--- src/rtl/ysyx_24070014_lsu_pkg.sv ---
// Shared definitions for the ysyx_24070014 load/store unit:
//   size codes, response error codes, LSU FSM states and the
//   byte-strobe width helper used to size strobe/offset fields.
package ysyx_24070014_lsu_pkg;

  typedef enum logic [1:0] {
    SIZE_B = 2'b00,
    SIZE_H = 2'b01,
    SIZE_W = 2'b10,
    SIZE_D = 2'b11
  } size_e;

  typedef enum logic [1:0] {
    ERR_OK       = 2'b00,
    ERR_MISALIGN = 2'b01,
    ERR_BUSERR   = 2'b10,
    ERR_TIMEOUT  = 2'b11
  } err_e;

  typedef enum logic [1:0] {
    IDLE,
    REQ,
    WAIT,
    RESP
  } state_e;

  // Number of byte lanes on a DATA_LEN-wide bus.
  function automatic int unsigned strb_len(input int unsigned data_len);
    return data_len / 8;
  endfunction

endpackage

--- src/rtl/ysyx_24070014_lsu_align.sv ---
// Combinational lane logic for the LSU.
//   Store side: byte strobes and lane-replicated write data from size/offset.
//   Load side : lane extraction of bus read data plus sign/zero extension.
// Ports:
//   size, offset, is_unsigned : access attributes (offset = addr mod lanes)
//   wdata                      : right-aligned store data
//   rdata                      : raw bus read data
//   wstrb, wdata_rep           : store strobes / replicated store data
//   rdata_ext                  : extracted and extended load data
module ysyx_24070014_lsu_align
  import ysyx_24070014_lsu_pkg::*;
#(
  parameter int unsigned DATA_LEN = 32
) (
  input  size_e                                   size,
  input  logic [$clog2(strb_len(DATA_LEN))-1:0]  offset,
  input  logic                                    is_unsigned,
  input  logic [DATA_LEN-1:0]                     wdata,
  input  logic [DATA_LEN-1:0]                     rdata,
  output logic [strb_len(DATA_LEN)-1:0]           wstrb,
  output logic [DATA_LEN-1:0]                     wdata_rep,
  output logic [DATA_LEN-1:0]                     rdata_ext
);

  localparam int unsigned STRB = strb_len(DATA_LEN);

  logic [DATA_LEN-1:0] shifted;

  always_comb begin
    wstrb     = '0;
    wdata_rep = '0;
    unique case (size)
      SIZE_B: begin
        wstrb     = STRB'(1'b1) << offset;
        wdata_rep = {(DATA_LEN/8){wdata[7:0]}};
      end
      SIZE_H: begin
        wstrb     = STRB'(2'b11) << offset;
        wdata_rep = {(DATA_LEN/16){wdata[15:0]}};
      end
      SIZE_W: begin
        wstrb     = STRB'(4'hF) << offset;
        wdata_rep = {(DATA_LEN/32){wdata[31:0]}};
      end
      SIZE_D: begin
        wstrb     = '1;
        wdata_rep = wdata;
      end
    endcase
  end

  // Bring the addressed lane down to bit 0, then extend from the access width.
  assign shifted = rdata >> {offset, 3'b000};

  always_comb begin
    rdata_ext = '0;
    unique case (size)
      SIZE_B: rdata_ext = is_unsigned ? DATA_LEN'(shifted[7:0])
                                      : DATA_LEN'($signed(shifted[7:0]));
      SIZE_H: rdata_ext = is_unsigned ? DATA_LEN'(shifted[15:0])
                                      : DATA_LEN'($signed(shifted[15:0]));
      SIZE_W: rdata_ext = is_unsigned ? DATA_LEN'(shifted[31:0])
                                      : DATA_LEN'($signed(shifted[31:0]));
      SIZE_D: rdata_ext = shifted;
    endcase
  end

endmodule

--- src/rtl/ysyx_24070014_lsu.sv ---
// Load/store unit: accepts one access from execute, checks alignment,
// issues a single handshaked bus transaction and returns extended load
// data (or an error code) to writeback. One transaction in flight.
// Ports:
//   clk, reset (sync, active-low)
//   req_*  : request from execute (valid/ready handshake)
//   resp_* : response to writeback (valid/ready handshake)
//   mem_*  : bus request (req/gnt) and response (rvalid/rdata/err)
//   busy   : FSM not idle
// Optional feature: define YSYX_24070014_LSU_TIMEOUT_EN to enable a bus
// watchdog that answers with a timeout error after TIMEOUT_CYCLES.
module ysyx_24070014_lsu
  import ysyx_24070014_lsu_pkg::*;
#(
  parameter int unsigned DATA_LEN       = 32,
  parameter int unsigned ADDR_LEN       = 32,
  parameter int unsigned REG_ADDR_WIDTH = 5,
  parameter int unsigned TIMEOUT_CYCLES = 256
) (
  input  logic                      clk,
  input  logic                      reset,
  input  logic                      req_valid,
  output logic                      req_ready,
  input  logic                      req_we,
  input  logic [1:0]                req_size,
  input  logic                      req_unsigned,
  input  logic [ADDR_LEN-1:0]       req_addr,
  input  logic [DATA_LEN-1:0]       req_wdata,
  input  logic [REG_ADDR_WIDTH-1:0] req_rd,
  output logic                      resp_valid,
  input  logic                      resp_ready,
  output logic [DATA_LEN-1:0]       resp_rdata,
  output logic [REG_ADDR_WIDTH-1:0] resp_rd,
  output logic [1:0]                resp_err,
  output logic                      mem_req,
  input  logic                      mem_gnt,
  output logic                      mem_we,
  output logic [ADDR_LEN-1:0]       mem_addr,
  output logic [DATA_LEN-1:0]       mem_wdata,
  output logic [DATA_LEN/8-1:0]     mem_wstrb,
  input  logic                      mem_rvalid,
  input  logic [DATA_LEN-1:0]       mem_rdata,
  input  logic                      mem_err,
  output logic                      busy
);

  localparam int unsigned STRB  = strb_len(DATA_LEN);
  localparam int unsigned OFF_W = $clog2(STRB);

  state_e                    state_q, state_d;
  logic [ADDR_LEN-1:0]       addr_q;
  size_e                     size_q;
  logic                      we_q, uns_q;
  logic [DATA_LEN-1:0]       wdata_q, rdata_q, rdata_d, ld_data, wdata_rep;
  logic [REG_ADDR_WIDTH-1:0] rd_q;
  err_e                      err_q, err_d;
  logic [STRB-1:0]           strb;
  logic                      accept, misalign, resp_load;

  assign accept = (state_q == IDLE) && req_valid;

  always_comb begin
    misalign = 1'b0;
    unique case (req_size)
      2'b00: misalign = 1'b0;
      2'b01: misalign = req_addr[0];
      2'b10: misalign = |req_addr[1:0];
      2'b11: misalign = (DATA_LEN == 32) || (|req_addr[2:0]);
    endcase
  end

`ifdef YSYX_24070014_LSU_TIMEOUT_EN
  localparam int unsigned CNT_W = $clog2(TIMEOUT_CYCLES + 1);
  logic [CNT_W-1:0] tmo_cnt_q;
  logic             tmo_hit;

  // Held at zero while idle, so it starts from zero on every entry to REQ.
  always_ff @(posedge clk) begin
    if (!reset || state_q == IDLE || state_q == RESP) tmo_cnt_q <= '0;
    else                                              tmo_cnt_q <= tmo_cnt_q + 1'b1;
  end

  assign tmo_hit = (state_q == REQ || state_q == WAIT) &&
                   (tmo_cnt_q == CNT_W'(TIMEOUT_CYCLES - 1));
`endif

  always_ff @(posedge clk) begin
    if (!reset) state_q <= IDLE;
    else        state_q <= state_d;
  end

  always_comb begin
    state_d   = state_q;
    resp_load = 1'b0;
    err_d     = ERR_OK;
    rdata_d   = '0;
    unique case (state_q)
      IDLE: if (req_valid) begin
        if (misalign) begin
          state_d   = RESP;
          resp_load = 1'b1;
          err_d     = ERR_MISALIGN;
        end else begin
          state_d = REQ;
        end
      end
      REQ:  if (mem_gnt) state_d = WAIT;
      WAIT: if (mem_rvalid) begin
        state_d   = RESP;
        resp_load = 1'b1;
        if (mem_err)    err_d   = ERR_BUSERR;
        else if (!we_q) rdata_d = ld_data;
      end
      RESP: if (resp_ready) state_d = IDLE;
    endcase
`ifdef YSYX_24070014_LSU_TIMEOUT_EN
    // A response arriving on the expiry cycle still wins over the watchdog.
    if (tmo_hit && !resp_load) begin
      state_d   = RESP;
      resp_load = 1'b1;
      err_d     = ERR_TIMEOUT;
      rdata_d   = '0;
    end
`endif
  end

  always_ff @(posedge clk) begin
    if (!reset) begin
      addr_q  <= '0;
      size_q  <= SIZE_B;
      we_q    <= 1'b0;
      uns_q   <= 1'b0;
      wdata_q <= '0;
      rd_q    <= '0;
      rdata_q <= '0;
      err_q   <= ERR_OK;
    end else begin
      if (accept) begin
        addr_q  <= req_addr;
        size_q  <= size_e'(req_size);
        we_q    <= req_we;
        uns_q   <= req_unsigned;
        wdata_q <= req_wdata;
        rd_q    <= req_rd;
      end
      if (resp_load) begin
        rdata_q <= rdata_d;
        err_q   <= err_d;
      end
    end
  end

  ysyx_24070014_lsu_align #(
    .DATA_LEN(DATA_LEN)
  ) u_align (
    .size       (size_q),
    .offset     (addr_q[OFF_W-1:0]),
    .is_unsigned(uns_q),
    .wdata      (wdata_q),
    .rdata      (mem_rdata),
    .wstrb      (strb),
    .wdata_rep  (wdata_rep),
    .rdata_ext  (ld_data)
  );

  // Bus and response fields are driven only in their owning state, so every
  // output other than req_ready reads zero while idle and after reset.
  assign req_ready  = (state_q == IDLE);
  assign busy       = (state_q != IDLE);
  assign mem_req    = (state_q == REQ);
  assign mem_we     = mem_req && we_q;
  assign mem_addr   = mem_req ? {addr_q[ADDR_LEN-1:OFF_W], {OFF_W{1'b0}}} : '0;
  assign mem_wstrb  = mem_req ? strb : '0;
  assign mem_wdata  = mem_req ? wdata_rep : '0;
  assign resp_valid = (state_q == RESP);
  assign resp_rdata = resp_valid ? rdata_q : '0;
  assign resp_rd    = resp_valid ? rd_q : '0;
  assign resp_err   = resp_valid ? err_q : ERR_OK;

endmodule

--- config.mk ---
export PLATFORM = sky130hd
export DESIGN_NAME = ysyx_24070014_lsu
export DESIGN_NICKNAME = d
export VERILOG_FILES = /design/src/rtl/ysyx_24070014_lsu_pkg.sv /design/src/rtl/ysyx_24070014_lsu_align.sv /design/src/rtl/ysyx_24070014_lsu.sv
export SDC_FILE = /design/constraint.sdc
export NUM_CORES = 1
export LEC_CHECK = 0
export CAP_MARGIN = 20
export CORE_ASPECT_RATIO = 0.8
export CORE_UTILIZATION = 43
export DETAILED_ROUTE_END_ITERATION = 8
export GPL_ROUTABILITY_DRIVEN = 0
export MAX_ROUTING_LAYER = met4
export PLACE_DENSITY = 0.8
export SLEW_MARGIN = 20
export SYNTH_ARGS = -nofsm -noshare
export SYNTH_HDL_FRONTEND = slang
export SYNTH_HIERARCHICAL = 1
export SYNTH_SLANG_ARGS = --single-unit
--- constraint.sdc ---
create_clock -name clk -period 4.2 [get_ports clk]
set_input_delay 0.63 -clock clk [delete_from_list [all_inputs] [get_ports clk]]
set_output_delay 0.63 -clock clk [all_outputs]
set_load 0.005 [all_outputs]
==> impl_table.tex, run 1 <==
\begin{tabular}{lr}
\hline
Metric & Value \\
\hline
\multicolumn{2}{l}{\textbf{Critical path}} \\
\quad Nature of the critical path endpoint & primary output \\
\quad Critical path endpoint & mem\_wdata[24] \\
\quad Data arrival, critical path & roughly 2800 ps \\
\quad R2R setup slack & 1750 ps \\
\quad Startpoint class of the critical path & flop \\
\quad Depth of the most critical reg-to-reg path & 7 \\
\quad Startpoint of the worst register-to-register path & size\_q[0] \\
\quad Peak fanout along the critical path & 14 \\
\quad Critical path type & flop to primary output \\
\quad Critical path startpoint & size\_q[0] \\
\quad Reg-to-Reg End & rdata\_q[16] \\
\quad Critical path data required time & around 3600 ps \\
\multicolumn{2}{l}{\textbf{Logic synthesis}} \\
\quad Number of warnings issued by yosys & 6 \\
\quad Primary FF master, synth & sky130\_fd\_sc\_hd\_\_dfxtp\_1 \\
\quad Syn Inst Count & 724 \\
\quad Mean instance size in the synthesized netlist & approximately 8 um2 \\
\quad Sequential fraction of the synthesis area & about two fifths \\
\quad Number of enable flip-flop cells after synthesis & 0 \\
\quad Top area cells in the synthesized netlist & sky130\_fd\_sc\_hd\_\_dfxtp\_1, sky130\_fd\_sc\_hd\_\_nand2\_1, sky130\_fd\_sc\_hd\_\_and2\_1, sky130\_fd\_sc\_hd\_\_a21oi\_1, sky130\_fd\_sc\_hd\_\_a22o\_1 \\
\quad Number of distinct library cells after synthesis & 45 \\
\quad Synth top area share & roughly 39\% \\
\quad Area leader, netlist & sky130\_fd\_sc\_hd\_\_dfxtp\_1 \\
\quad Async set-or-reset flop fraction in the synthesized netlist & 0\% \\
\quad Cell area after technology mapping & between 0.005 and 0.006 mm2 \\
\quad Register bit count reported by yosys & 109 \\
\multicolumn{2}{l}{\textbf{GRT}} \\
\quad Total overflow reported by the global router & 0 \\
\quad First-pass GRT wire length & approximately 27000 um \\
\quad Vias in the first global route & 5200 \\
\quad Maximum number of pins on one net before global-route repair & 74 \\
\quad Initial antenna violation count & 0 \\
\quad Aggregate global-route resource usage & 25.4\% \\
\multicolumn{2}{l}{\textbf{CTS}} \\
\quad Master cell of the clock root buffer & sky130\_fd\_sc\_hd\_\_clkbuf\_16 \\
\quad Clock slew seen by the registers of the worst setup and hold paths & approximately 80 ps \\
\quad Max Buffers Root-to-Sink & 2 \\
\quad CTS tree & done \\
\quad Setup Fix Bufs, Post-CTS & 0 \\
\quad CTS buffer count & 9 \\
\quad Depth of the CTS H-tree & 3 \\
\quad Number of hold buffers added after CTS & 0 \\
\quad Number of sinks driven by the clock tree & between 100 and 150 \\
\quad Clock insertion delay at the later pin of the skew report & roughly 340 ps \\
\quad Gates resized, CTS repair & 0 \\
\multicolumn{2}{l}{\textbf{Route}} \\
\quad WL met2 & approximately 7500 um \\
\quad Via density per instance & between 5 and 6 \\
\quad Total wire length after detailed routing & between 15000 and 20000 um \\
\quad Routed wire length per instance & roughly 15 um \\
\quad Antenna Violating Nets Remaining & 0 \\
\quad Number of vias in the routed layout & around 5600 \\
\quad DRC violation count after routing & 0 \\
\quad Met3 WL & between 1500 and 2000 um \\
\quad Top metal layer carrying routed signals & met4 \\
\quad Starting DRT DRC Count & approximately 380 \\
\quad Wl on met1 & between 7000 and 8000 um \\
\quad First drt pass iteration count & 5 \\
\multicolumn{2}{l}{\textbf{Placed design}} \\
\quad Final HPWL from detailed placement & 11800 um \\
\quad Placed Area & slightly below 0.008 mm2 \\
\quad Count of input and output buffers & 221 \\
\multicolumn{2}{l}{\textbf{Final layout}} \\
\quad Antenna diode count & 0 \\
\quad Post-route design area & between 0.008 and 0.009 mm2 \\
\quad Area delta synth->final & 44.1\% \\
\quad Final core area utilization & between 60\% and 70\% \\
\quad Count of nets after finishing & a little over 1000 \\
\quad Proportion of layout cells with a drive suffix above 1 & about 4.9\% \\
\multicolumn{2}{l}{\textbf{STA}} \\
\quad Achievable clock frequency & 296 MHz \\
\quad Relative slew margins & roughly 34\% \\
\quad Final Max Tran Viols & 0 \\
\quad Unrepaired setup endpoints after global routing & false \\
\quad Fraction of the cycle the final worst path needs & between 80\% and 90\% \\
\quad Setup TNS Final & 0 ps \\
\quad Measured slew at the worst slew-check pin & between 900 and 1000 ps \\
\quad Total of endpoints with negative setup slack in the final report & 0 \\
\quad Total count of hold-check failures in the final report & 0 \\
\quad Post-route minimum period & between 3000 and 4000 ps \\
\quad Clk\_skew & about 10 ps \\
\multicolumn{2}{l}{\textbf{Pwr}} \\
\quad Leak pwr & 0.00308 uW \\
\quad Power density over cell area & between 400 and 500 mW/mm2 \\
\quad Total chip power & 3480 uW \\
\quad Peak supply drop & between 0.4 and 0.5 mV \\
\multicolumn{2}{l}{\textbf{Die}} \\
\quad IO Count & roughly 220 \\
\quad Die area & $\sim$0.014 mm2 \\
\quad Vertical die dimension & approximately 100 um \\
\quad Area of the core & between 0.01 and 0.015 mm2 \\
\quad Starting density of the core & 44.1\% \\
\quad Die X & around 130 um \\
\quad Number of placement rows & 37 \\
\multicolumn{2}{l}{\textbf{Run status}} \\
\quad Result of the run & finished, final reports clean \\
\multicolumn{2}{l}{\textbf{Worst hold path}} \\
\quad Classification of the worst-slack hold path & flop to flop \\
\multicolumn{2}{l}{\textbf{Job}} \\
\quad Max Cap Violations & 0 \\
\hline
\end{tabular}
placed cells by master, fill, tap and decap left out, types with 4 or more instances in the layout:
cell / instances
sky130_fd_sc_hd__nor2_1: 14
sky130_fd_sc_hd__and2_1: 106
sky130_fd_sc_hd__a21oi_1: 91
sky130_fd_sc_hd__mux2i_1: 15
sky130_fd_sc_hd__buf_4: 9
sky130_fd_sc_hd__clkdlybuf4s50_1: 221
sky130_fd_sc_hd__o21ai_0: 18
sky130_fd_sc_hd__ha_1: 7
sky130_fd_sc_hd__inv_1: 10
sky130_fd_sc_hd__clkbuf_16: 9
sky130_fd_sc_hd__nand2b_1: 4
sky130_fd_sc_hd__a22o_1: 39
sky130_fd_sc_hd__a211oi_1: 9
sky130_fd_sc_hd__inv_6: 4
sky130_fd_sc_hd__mux2_2: 4
sky130_fd_sc_hd__nor2b_1: 10
sky130_fd_sc_hd__a22oi_1: 5
sky130_fd_sc_hd__nand2_1: 180
sky130_fd_sc_hd__dfxtp_1: 109
power breakdown:
group | internal [uW] | switching, uW | total, uW
Sequential | 1180 | 95.7 | 1270
Combinational | 554 | 730 | 1280
Clock | 532 | 394 | 926
Total | 2260 | 1220 | 3480
how the worst min path moves through the flow:
| stage | start | to | slack (ps) | cells past startpoint |
|---|---|---|---|---|
| after floorplan | addr_q[10] | addr_q[10] | 430 | 2 |
| after detailed placement | addr_q[29] | addr_q[29] | 440 | 2 |
| final | addr_q[12] | addr_q[12] | 450 | 2 |
| after CTS | addr_q[29] | addr_q[29] | 450 | 2 |
| after global placement | addr_q[8] | addr_q[8] | 440 | 2 |
| after global routing | rd_q[4] | rd_q[4] | 470 | 2 |
worst max-delay path, stage by stage (launching register included):
cell,delay (ps)
sky130_fd_sc_hd__dfxtp_1,340
sky130_fd_sc_hd__inv_1,90
sky130_fd_sc_hd__ha_1,350
sky130_fd_sc_hd__buf_4,270
sky130_fd_sc_hd__o21ba_1,310
sky130_fd_sc_hd__a222oi_1,390
sky130_fd_sc_hd__inv_1,60
sky130_fd_sc_hd__and2_1,150
sky130_fd_sc_hd__clkdlybuf4s50_1,440
state kept, by name, indices dropped and copies added (netlist names):
| register | cells |
|---|---|
| we_q | 1 |
| state_q | 2 |
| rdata_q | 32 |
| size_q | 2 |
| addr_q | 32 |
| wdata_q | 32 |
| uns_q | 1 |
| rd_q | 5 |
| err_q | 2 |
routing by layer:
metal | up-vias | global-route usage, %
met5 | - | -
met4 | 0 | 7.39
met3 | 26 | 6.45
met2 | 236 | 38.5
met1 | 2525 | 33.2
li1 | 2766 | -
logic make-up after synthesis:
| family | Yosys count | share of synthesized area (%) |
|---|---|---|
| AO/OA/AOI/OAI | 180 | 20.7 |
| multiplexers | 20 | 3.85 |
| buffers and inverters | 77 | 6.77 |
| adder cells (fa/ha/maj) | 8 | 1.77 |
| other | 1 | 0.0663 |
| AND/OR/NAND/NOR | 329 | 28.3 |
| flip-flops | 109 | 38.6 |
final cells by class:
| type | instances | area (um2) |
|---|---|---|
| well taps | 175 | 219 |
| clock buffers | 9 | 225 |
| inverters | 11 | 41.3 |
| clock inverters | 7 | 103 |
| flip-flops and latches | 109 | 2180 |
| fillers | 1144 | 4670 |
| repair buffers | 230 | 2280 |
| multi-input cells | 539 | 3100 |
synthesized netlist by cell type (3+ instances only):
cell type,count
sky130_fd_sc_hd__dfxtp_1,109
sky130_fd_sc_hd__a211oi_1,9
sky130_fd_sc_hd__a222oi_1,3
sky130_fd_sc_hd__o21ai_0,18
sky130_fd_sc_hd__and2_1,107
sky130_fd_sc_hd__buf_6,4
sky130_fd_sc_hd__a22o_1,39
sky130_fd_sc_hd__inv_1,10
sky130_fd_sc_hd__buf_4,10
sky130_fd_sc_hd__ha_1,8
sky130_fd_sc_hd__mux2i_1,15
sky130_fd_sc_hd__nand2_1,180
sky130_fd_sc_hd__o21bai_1,3
sky130_fd_sc_hd__buf_2,21
sky130_fd_sc_hd__nor3_1,3
sky130_fd_sc_hd__mux2_2,4
sky130_fd_sc_hd__or2_2,3
sky130_fd_sc_hd__a22oi_1,5
sky130_fd_sc_hd__nor2b_1,10
sky130_fd_sc_hd__buf_1,7
sky130_fd_sc_hd__clkbuf_1,24
sky130_fd_sc_hd__a21oi_1,91
sky130_fd_sc_hd__nand2b_1,4
sky130_fd_sc_hd__nor2_1,14
stage by stage:
step	hold WS, ps	worst slack [ps]	cells
CTS	452	812	1080
detailed placement	442	1200	1064
floorplan	432	1650	725
finish	451	824	1080
global route	469	631	1080
global placement	437	1260	1064
(Power assumes the default switching activity.)
==> run 2: changes to the inputs <==
CORE_UTILIZATION = 40   (was 43)
PLACE_DENSITY = 0.79   (was 0.8)
clock period = 2.75 ns   (was 4.2 ns; I/O delays follow)
==> impl_table.tex, run 2 (synthesis gave the netlist of run 1 again) <==
\begin{tabular}{lr}
\hline
Metric & Value \\
\hline
\multicolumn{2}{l}{\textbf{Route}} \\
\quad Via density per instance & 5.08 (-1.2\%) \\
\quad First drt pass iteration count & 6 (+1) \\
\quad Routed wire length per instance & 15.4 um (+0.49\%) \\
\quad Number of vias in the routed layout & 5565 (+0.22\%) \\
\quad DRC violation count after routing & 0 (unchanged) \\
\quad Total wire length after detailed routing & 16800 um (+2.0\%) \\
\quad Starting DRT DRC Count & 433 (+15\%) \\
\quad Antenna Violating Nets Remaining & 0 (unchanged) \\
\multicolumn{2}{l}{\textbf{Worst hold path}} \\
\quad Classification of the worst-slack hold path & flop to flop \\
\multicolumn{2}{l}{\textbf{CTS}} \\
\quad CTS tree & done \\
\quad Number of hold buffers added after CTS & 0 (unchanged) \\
\quad Clock slew seen by the registers of the worst setup and hold paths & 80 ps (about the same) \\
\quad Number of sinks driven by the clock tree & 109 (unchanged) \\
\quad Max Buffers Root-to-Sink & 2 (unchanged) \\
\quad Clock insertion delay at the later pin of the skew report & 360 ps (+20 ps) \\
\quad CTS buffer count & 9 (unchanged) \\
\quad Depth of the CTS H-tree & 3 (unchanged) \\
\quad Master cell of the clock root buffer & sky130\_fd\_sc\_hd\_\_clkbuf\_16 \\
\multicolumn{2}{l}{\textbf{Pwr}} \\
\quad Power density over cell area & 639 mW/mm2 (+49\%) \\
\quad Peak supply drop & 0.355 mV (-15\%) \\
\quad Leak pwr & 0.00314 uW (+2.0\%) \\
\multicolumn{2}{l}{\textbf{STA}} \\
\quad Total count of hold-check failures in the final report & 0 (unchanged) \\
\quad Final Max Tran Viols & 0 (unchanged) \\
\quad Total of endpoints with negative setup slack in the final report & 0 (unchanged) \\
\quad Fraction of the cycle the final worst path needs & 99.1\% \\
\quad Worst Hold Margin & 449 ps (-1.23 ps) \\
\quad Measured slew at the worst slew-check pin & 529 ps (-463 ps) \\
\quad Achievable clock frequency & 367 MHz \\
\quad Clk\_skew & 5.92 ps (-4.14 ps) \\
\quad Post-route minimum period & $\sim$2700 ps \\
\quad Relative slew margins & 64.5\% (+31 points) \\
\multicolumn{2}{l}{\textbf{Final layout}} \\
\quad Most common cell after layout, fill and taps aside & sky130\_fd\_sc\_hd\_\_clkdlybuf4s50\_1 \\
\quad Post-route design area & 0.00832 mm2 (+2.1\%) \\
\quad Area delta synth->final & 47.0\% \\
\quad Most frequent cells in the layout & sky130\_fd\_sc\_hd\_\_clkdlybuf4s50\_1, sky130\_fd\_sc\_hd\_\_nand2\_1, sky130\_fd\_sc\_hd\_\_dfxtp\_1 \\
\quad Proportion of layout cells with a drive suffix above 1 & 6.88\% (+2.0 points) \\
\quad Antenna diode count & 0 (unchanged) \\
\quad Layout Cells excl Fill & 1096 (+1.5\%) \\
\quad Count of nets after finishing & 1031 (+1.1\%) \\
\quad Largest registers & addr\_q x32, rdata\_q x32, wdata\_q x32 \\
\quad Final core area utilization & 60.7\% (-2.8 points) \\
\multicolumn{2}{l}{\textbf{Die}} \\
\quad Starting density of the core & 41.3\% (-2.8 points) \\
\quad Die area & 0.0146 mm2 (+7.4\%) \\
\quad Die X & 135 um (+3.6\%) \\
\quad Vertical die dimension & 108 um (+3.6\%) \\
\quad Number of placement rows & 38 (+2.7\%) \\
\quad Area of the core & 0.0137 mm2 (+6.8\%) \\
\quad IO Count & 224 (unchanged) \\
\multicolumn{2}{l}{\textbf{Critical path}} \\
\quad Slowest cell delay on critical path & 430 ps (about the same) \\
\quad Startpoint class of the critical path & flop \\
\quad Critical path data required time & 2340 ps (-1230 ps) \\
\quad Nature of the critical path endpoint & primary output \\
\quad Library cell contributing the largest single delay on the critical path & sky130\_fd\_sc\_hd\_\_clkdlybuf4s50\_1 \\
\quad Data arrival, critical path & 2310 ps (-440 ps) \\
\quad Top cell family by delay on the critical path & buffers and inverters \\
\quad WP buf/inv & 3 (-1) \\
\quad Peak fanout along the critical path & 6 (-8) \\
\quad Critical path type & flop to primary output \\
\quad Critical path cell sequence & buf\_4 -> ha\_4 -> o21ba\_4 -> a222oi\_1 -> inv\_1 -> and2\_1 -> clkdlybuf4s50\_1 \\
\multicolumn{2}{l}{\textbf{Placed design}} \\
\quad Placed Area & 0.00789 mm2 (+0.85\%) \\
\quad Number of cells in the design after placement & 1072 (+0.75\%) \\
\quad Final HPWL from detailed placement & 11900 um (+1.6\%) \\
\quad Count of input and output buffers & 221 (unchanged) \\
\multicolumn{2}{l}{\textbf{GRT}} \\
\quad Total overflow reported by the global router & 0 (unchanged) \\
\quad Maximum number of pins on one net before global-route repair & 74 (unchanged) \\
\quad Initial antenna violation count & 0 (unchanged) \\
\quad Vias in the first global route & 5192 (-0.15\%) \\
\quad First-pass GRT wire length & 26400 um (-0.78\%) \\
\quad Aggregate global-route resource usage & 23.9\% (-1.5 points) \\
\multicolumn{2}{l}{\textbf{Job}} \\
\quad Max Cap Violations & 0 (unchanged) \\
\multicolumn{2}{l}{\textbf{Run status}} \\
\quad Result of the run & finished, final reports clean \\
\hline
\end{tabular}
## run 2: layer usage
metal | track usage [%] | wire [um] | vias to the layer above
met5 | - | 0 | -
met4 | 6.74 | 272 | 0
met3 | 8.25 | 1470 | 23
met2 | 35.0 | 7390 | 215
met1 | 30.9 | 7710 | 2548
li1 | - | - | 2779
## run 2: layout make-up
cell class / instances / area [um2]
Timing Repair Buffer: 241 / 2420
Clock inverter: 6 / 47.5
Fill cell: 1204 / 5380
Clock buffer: 10 / 239
Tap cell: 180 / 225
Multi-Input combinational cell: 539 / 3160
Sequential cell: 109 / 2180
Inverter: 11 / 41.3
## run 2: stage by stage
stage / TNS, ps / power [uW] / worst slack (ps)
global placement: 0 / 3970 / 59.8
global route: -10.4 / 5660 / -10.4
detailed placement: 0 / 4020 / 31.9
CTS: 0 / 5310 / 1.83
floorplan: 0 / 3240 / 422
finish: 0 / 5310 / 26.0
## run 2: worst register-to-register path, stage by stage, from the launching register on
cell and delay [ps]:
sky130_fd_sc_hd__dfxtp_1 560, sky130_fd_sc_hd__mux4_2 610, sky130_fd_sc_hd__nand3b_4 150, sky130_fd_sc_hd__o41a_4 280
sky130_fd_sc_hd__o21ai_0 140, sky130_fd_sc_hd__a22o_1 220
## run 2: path summary, 6_finish.rpt
path	startpoint	to	slack, ps	depth (start not counted)
setup / recovery	size_q[0]	mem_wdata[24]	30	7
hold / removal	addr_q[13]	addr_q[13]	450	2
setup reg to reg	addr_q[0]	rdata_q[21]	690	5
hold reg to reg	addr_q[13]	addr_q[13]	450	2
## run 2: power by group
group / total, uW / switching [uW] / leakage, uW / internal (uW)
clock: 1260 / 611 / 0.000139 / 646
combinational: 2100 / 1150 / 0.00211 / 950
sequential: 1960 / 161 / 0.000889 / 1800
## run 2: repair_timing
item | in CTS | in global routing
gates resized for setup | 9 | 7
endpoints found under the hold margin | 0 | 0
endpoints found under the setup margin | 15 | 11
buffers inserted | 0 | 8
pin swaps | 3 | 2
